`src/rtl/slave_bus_arbiter_pkg.sv`:
```
`default_nettype none
// ============================================================================
// slave_bus_arbiter_pkg : shared widths, state encoding and helpers
// Rev 1.0
// ============================================================================
package slave_bus_arbiter_pkg;

   localparam int BUS_ADDR_WIDTH  = 12;
   localparam int DATA_WIDTH      = 8;
   localparam int ARB_MAX_HOLD    = 16;
   localparam int ARB_NUM_MASTERS = 4;

   typedef enum logic [1:0] {
      ARB_IDLE  = 2'd0,
      ARB_GRANT = 2'd1,
      ARB_GAP   = 2'd2
   } arb_state_e;

   function automatic int idx_width(input int n);
      return (n > 1) ? $clog2(n) : 1;
   endfunction

endpackage
`default_nettype wire

```
`src/rtl/slave_bus_arbiter_rr_picker.sv`:
```
`default_nettype none
// ============================================================================
// slave_bus_arbiter_rr_picker : first requester after ptr_i, modulo count
// Rev 1.0
// ============================================================================
module slave_bus_arbiter_rr_picker
   import slave_bus_arbiter_pkg::*;
#(
   parameter int NUM_MASTERS = ARB_NUM_MASTERS,
   parameter int IW          = idx_width(NUM_MASTERS)
) (
   input  logic [NUM_MASTERS-1:0] req_i,
   input  logic [IW-1:0]          ptr_i,
   output logic [IW-1:0]          idx_o,
   output logic                   valid_o
);

   logic [IW-1:0] w_cand;

   always_comb begin
      idx_o   = '0;
      valid_o = 1'b0;
      w_cand  = '0;
      // Farthest offset first, so the nearest requester after ptr_i is written last and wins.
      for (int k = NUM_MASTERS; k >= 1; k--) begin
         w_cand = IW'((int'(ptr_i) + k) % NUM_MASTERS);
         if (req_i[w_cand]) begin
            idx_o   = w_cand;
            valid_o = 1'b1;
         end
      end
   end

endmodule
`default_nettype wire

```
`src/rtl/slave_bus_arbiter.sv`:
```
`default_nettype none
// ============================================================================
// slave_bus_arbiter : round-robin owner of the slave bus with bounded tenure
// Rev 1.0
// ============================================================================
module slave_bus_arbiter
   import slave_bus_arbiter_pkg::*;
#(
   parameter int NUM_MASTERS = ARB_NUM_MASTERS,
   parameter int MAX_HOLD    = ARB_MAX_HOLD,
   parameter int AW          = BUS_ADDR_WIDTH,
   parameter int DW          = DATA_WIDTH
) (
   input  logic                      clk,
   input  logic                      reset,
   input  logic [NUM_MASTERS-1:0]    req,
   output logic [NUM_MASTERS-1:0]    gnt,
   input  logic [NUM_MASTERS*AW-1:0] m_addr,
   input  logic [NUM_MASTERS*DW-1:0] m_wdata,
   input  logic [NUM_MASTERS-1:0]    m_rw_,
   output logic [AW-1:0]             s_addr,
   output logic [DW-1:0]             s_wdata,
   output logic                      s_rw_,
   input  logic [DW-1:0]             s_rdata,
   output logic [DW-1:0]             m_rdata,
   output logic                      busy,
   output logic [2:0]                owner
);

   localparam int IW = idx_width(NUM_MASTERS);
   localparam int HW = idx_width(MAX_HOLD);
   localparam logic [IW-1:0]          C_PTR_RST   = IW'(NUM_MASTERS - 1);
   localparam logic [HW-1:0]          C_HOLD_LAST = HW'(MAX_HOLD - 1);
   localparam logic [NUM_MASTERS-1:0] C_ONE       = NUM_MASTERS'(1);

   arb_state_e             state_q;
   logic [NUM_MASTERS-1:0] gnt_q;
   logic                   busy_q;
   logic [IW-1:0]          owner_q;
   logic [IW-1:0]          ptr_q;
   logic [HW-1:0]          hold_q;
   logic [HW-1:0]          hold_d;

   logic [IW-1:0]          w_pick_idx;
   logic                   w_pick_valid;
   logic [AW-1:0]          w_addr  [NUM_MASTERS];
   logic [DW-1:0]          w_wdata [NUM_MASTERS];

   for (genvar i = 0; i < NUM_MASTERS; i++) begin : g_unpack
      assign w_addr[i]  = m_addr[i*AW +: AW];
      assign w_wdata[i] = m_wdata[i*DW +: DW];
   end

   slave_bus_arbiter_rr_picker #(
      .NUM_MASTERS (NUM_MASTERS),
      .IW          (IW)
   ) u_picker (
      .req_i   (req),
      .ptr_i   (ptr_q),
      .idx_o   (w_pick_idx),
      .valid_o (w_pick_valid)
   );

   assign hold_d = (hold_q == '1) ? hold_q : hold_q + 1'b1;

   always_ff @(posedge clk) begin
      if (reset) begin
         state_q <= ARB_IDLE;
         gnt_q   <= '0;
         busy_q  <= 1'b0;
         owner_q <= '0;
         ptr_q   <= C_PTR_RST;
         hold_q  <= '0;
      end else begin
         case (state_q)
            ARB_IDLE: begin
               if (w_pick_valid) begin
                  gnt_q   <= C_ONE << w_pick_idx;
                  owner_q <= w_pick_idx;
                  ptr_q   <= w_pick_idx;
                  hold_q  <= '0;
                  busy_q  <= 1'b1;
                  state_q <= ARB_GRANT;
               end
            end
            ARB_GRANT: begin
               hold_q <= hold_d;
               // The last permitted cycle of a tenure is hold_q == MAX_HOLD-1.
               if (!req[owner_q] || (hold_q == C_HOLD_LAST)) begin
                  gnt_q   <= '0;
                  busy_q  <= 1'b0;
                  state_q <= ARB_GAP;
               end
            end
            ARB_GAP: begin
               state_q <= ARB_IDLE;
            end
            default: begin
               state_q <= ARB_IDLE;
            end
         endcase
      end
   end

   // Idle bus parks in read mode so the slaves never see a stray write.
   always_comb begin
      s_addr  = '0;
      s_wdata = '0;
      s_rw_   = 1'b1;
      if (busy_q) begin
         s_addr  = w_addr[owner_q];
         s_wdata = w_wdata[owner_q];
         s_rw_   = m_rw_[owner_q];
      end
   end

   assign m_rdata = s_rdata;
   assign gnt     = gnt_q;
   assign busy    = busy_q;
   assign owner   = 3'(owner_q);

endmodule
`default_nettype wire

```
`config.mk`:
```
export PLATFORM = sky130hd
export DESIGN_NAME = slave_bus_arbiter
export DESIGN_NICKNAME = d
export VERILOG_FILES = /design/src/rtl/slave_bus_arbiter_pkg.sv /design/src/rtl/slave_bus_arbiter_rr_picker.sv /design/src/rtl/slave_bus_arbiter.sv
export SDC_FILE = /design/constraint.sdc
export NUM_CORES = 1
export LEC_CHECK = 0
export ABC_AREA = 0
export CORE_ASPECT_RATIO = 0.75
export CORE_MARGIN = 5
export CORE_UTILIZATION = 33
export DETAILED_ROUTE_END_ITERATION = 8
export GPL_TIMING_DRIVEN = 1
export PLACE_DENSITY = 0.87
export SYNTH_ARGS = -nofsm -noshare
export SYNTH_HDL_FRONTEND = slang
export SYNTH_SLANG_ARGS = --single-unit
```
`constraint.sdc`:
```
create_clock -name clk -period 3.05 [get_ports clk]
set_clock_uncertainty 0.15 [all_clocks]
set_input_delay 0.61 -clock clk [delete_from_list [all_inputs] [get_ports clk]]
set_output_delay 0.61 -clock clk [all_outputs]
set_load 0.02 [all_outputs]
```
==> impl_summary.md <==
Clocking
The number of gates resized after CTS was 0. The number of sinks on the clock net is 15. For the worst-skew pair, the clock arrives at the later sink with an insertion delay of 250 ps. The number of H-tree levels is 1. Clock-pin slew was measured on the worst setup and hold paths at 60 ps. The clock root buffer is sky130_fd_sc_hd__clkbuf_8. The clock passes through at most 2 buffers.

TritonCTS built the clock tree. The TritonCTS buffer count is 3. Once the clock tree was built, the setup fixing pass inserted 0 buffers.

Hold repair after CTS inserted 0 buffers.

Placed design
The congestion estimate from routability-driven global placement came to 0.792. The number of port buffers is 117. The placed instance count is 291. Detailed placement ended at an HPWL of 4420 microns. The worst setup slack before clock tree synthesis is 57.1 ps.

Critical path
In this run the worst path has a maximum fanout of 1. The worst setup path is launched from an input pin. The critical path capture point type is an output pin. Data on the critical path is required at its endpoint by 2290 ps. The highest-delay cell along the critical path is sky130_fd_sc_hd__clkdlybuf4s50_1. The signal on the critical path passes through clkdlybuf4s50_1 > mux4_2 > and2_1 > clkdlybuf4s50_1. The most common cell type on the critical path is sky130_fd_sc_hd__clkdlybuf4s50_1. The data arrival at the endpoint of the critical path is 2230 ps. The setup path with the least slack is of type input pin to output pin.

The delay of the slowest critical-path stage is 550 ps.

Power and ir drop
Power comes to 964 uW. The net switching component of the power is 315 uW. The switching power share of the total is 32.7%.

The analysis attributes to cell leakage a power of 0.928 nW. The fraction of power consumed by combinational cells is 58.2%. Across the VDD grid, the largest voltage drop is 0.327 mV. Power spread over the standard cell area amounts to 366 nW/um^2. The fraction of power consumed by sequential logic is 25.0%. Cell internal power was estimated by the tool at 649 uW. The clock share of power is 16.7%.

Detailed routing
The DRC marker count from the first detailed-route iteration is 42. The pre-antenna-repair detailed-routing pass consisted of 4 iterations. The via total after detailed routing is 1,500. Using the TritonRoute via totals, the vias-per-cell ratio works out to 5.08.

The routed design has 5230 microns of wire. The routed length per placed instance is 17.7 microns. The number of nets with antenna violations after detailed routing is 0. The residual DRC count is 0.

Synth
The synthesized design contains 15 register bits. After synthesis, flip-flops and latches occupy 21.3% of the total area. The number of unique standard cell types used by synthesis is 39. The netlist area before placement is 1410 sq um. The fraction of post-synthesis cell area in the top cell type by area is 35.1%. Yosys printed 0 warnings. The total nets after synthesis is 233.

Synthesis produced 134 cells. Yosys attributes the largest share of cell area to sky130_fd_sc_hd__mux4_2 (35%), sky130_fd_sc_hd__dfxtp_1 (21%), sky130_fd_sc_hd__and2_1 (9.8%). The biggest area contributor in the post-synthesis netlist is sky130_fd_sc_hd__mux4_2. Counting flops with a built-in enable in the synthesized netlist gives 0.

After synthesis, the share of flip-flops with an asynchronous set or reset is 0%. The average cell area after synthesis is 10.5 sq um. The prevailing post-synth register cell is sky130_fd_sc_hd__dfxtp_1.

Timing
The worst hold slack is 307 ps. Setup repair after global routing left no endpoint under its margin. At the pin with the least slew margin, the transition time is 574 ps.

The smallest setup slack after layout is 60.1 ps. The share of the clock period used by the worst path after layout is 98.0%. The worst pin sits at a relative slew slack of 61.6%. The max-slew violation count is 0. For this run, the top clock speed supported by timing is 334 MHz. Adding up every negative setup slack in the final design gives 0 ps. The final number of hold-violating endpoints is 0. The worst path in the final design needs a cycle of 2990 ps, including I/O delays and setup.

Setup violations remaining at the end of the flow were counted as 0.

Layout
The register area is 300 sq um. For this run, the number of standard cells in the final layout without fillers is 295. The area overhead of the layout relative to synthesis is 86.4%.

The share of final-layout standard cells stronger than drive strength 1 is 13.8%. Leaving out fill and tap cells, the most frequent cells in the layout are sky130_fd_sc_hd__clkdlybuf4s50_1 (117), sky130_fd_sc_hd__mux4_2 (22), sky130_fd_sc_hd__and2_1 (22). The repair_antennas step left the layout with diodes totalling 0. The multi-input combinational cells in the finished layout cover a total of 995 sq um.

The commonest non-fill, non-tap cell in the layout is sky130_fd_sc_hd__clkdlybuf4s50_1. The final layout contains 340 nets. The number of inserted filler cells in the final layout is 345.

Status
The flow ran to the end, and the final reports show no timing, DRC or antenna violations.

Global route
The overall overflow remaining after global route is 0. The largest net degree at the start of global routing is 24. The combined global-route utilization of all metal layers is 17.2%. The initial antenna violation count is 0. The global-route wire length before repair is 7640 microns. The via count of the first global-routing pass is 1,475.

Floorplanning
The die area is 5700 sq um. The area of the core is 4100 sq um. The number of top-level pins is 135.

The effective utilization at floorplan is 34.4%. Row generation in the floorplan step produced 20 rows. The floorplan step set the die height to 66.6 microns.

The die width is 85.5 microns.

Worst hold path
The min-delay analysis places its worst path in the category flop to flop.

Flow run
The count of max-cap constraint violations is 0.
[worst paths after layout]
path	startpoint	endpoint	slack [ps]	depth (start not counted)
min	gnt[2]$_SDFFE_PP0P_	gnt[2]$_SDFFE_PP0P_	310	2
max	m_addr[17]	s_addr[5]	60	4
max reg2reg	owner_q[1]$_SDFFE_PP0P_	gnt[1]$_SDFFE_PP0P_	1300	5
min reg2reg	gnt[2]$_SDFFE_PP0P_	gnt[2]$_SDFFE_PP0P_	310	2
[synth_stat cells (2+ instances only)]
cell and count:
sky130_fd_sc_hd__nand2_1 6, sky130_fd_sc_hd__buf_2 3, sky130_fd_sc_hd__o21ai_1 2, sky130_fd_sc_hd__mux4_2 22
sky130_fd_sc_hd__a21oi_1 5, sky130_fd_sc_hd__mux2i_1 2, sky130_fd_sc_hd__nand2b_1 5, sky130_fd_sc_hd__and2_1 22
sky130_fd_sc_hd__xor2_1 2, sky130_fd_sc_hd__nor3_1 4, sky130_fd_sc_hd__clkbuf_1 3, sky130_fd_sc_hd__dfxtp_1 15
sky130_fd_sc_hd__nor2_1 8, sky130_fd_sc_hd__buf_4 9, sky130_fd_sc_hd__buf_1 2
[layout make-up]
type	count	area share [%]
clock buffers	4	1.71
inverters	1	0.143
multi-input cells	100	37.8
flip-flops and latches	15	11.4
well taps	55	2.62
repair buffers	120	46.3
[flip-flops by register name, summed over array words and instances (netlist names)]
name and flops:
state_q 2, gnt 4, ptr_q 2, hold_q 4, owner_q 2, busy 1
[power groups by stage]
stage                     Combinational, mW  Sequential (mW)  Clock [mW]
final                                 0.561            0.241       0.161
after global routing                  0.601            0.245       0.177
after floorplan                       0.307            0.252           0
after global placement                0.558            0.244           0
after CTS                             0.567            0.241       0.166
after detailed placement              0.566            0.245           0
[cell families after synthesis]
| logic type | count (synthesis) | share of synthesized area (%) |
|---|---|---|
| AOI/OAI and AO/OA | 19 | 9.93 |
| xor gates and xnor gates | 2 | 1.24 |
| adders and majority gates | 1 | 0.886 |
| buffers and inverters | 19 | 8.24 |
| DFF | 15 | 21.3 |
| muxes | 24 | 36.5 |
| other | 1 | 0.266 |
| and+or+nand+nor | 53 | 21.6 |
[through the flow]
| step | area (sq um) | util (%) |
|---|---|---|
| finish | 2630 | 64.1 |
| CTS | 2630 | 64.1 |
| global placement | 2590 | 63.0 |
| detailed placement | 2590 | 63.0 |
| floorplan | 1410 | - |
| global route | 2630 | 64.1 |
[worst max-delay path: cells and delay by family]
kind / cells / cell delay [ps]
buf+inv: 2 / 980
mux: 1 / 460
simple gates: 1 / 170
[layer usage]
layer / wire length (microns) / GRT usage [%]
met5: 0 / 0
met4: 99 / 4.15
met3: 458 / 6.55
met2: 2600 / 29.6
met1: 2070 / 20.4
Note: power is estimated with default switching activity, not from simulation.
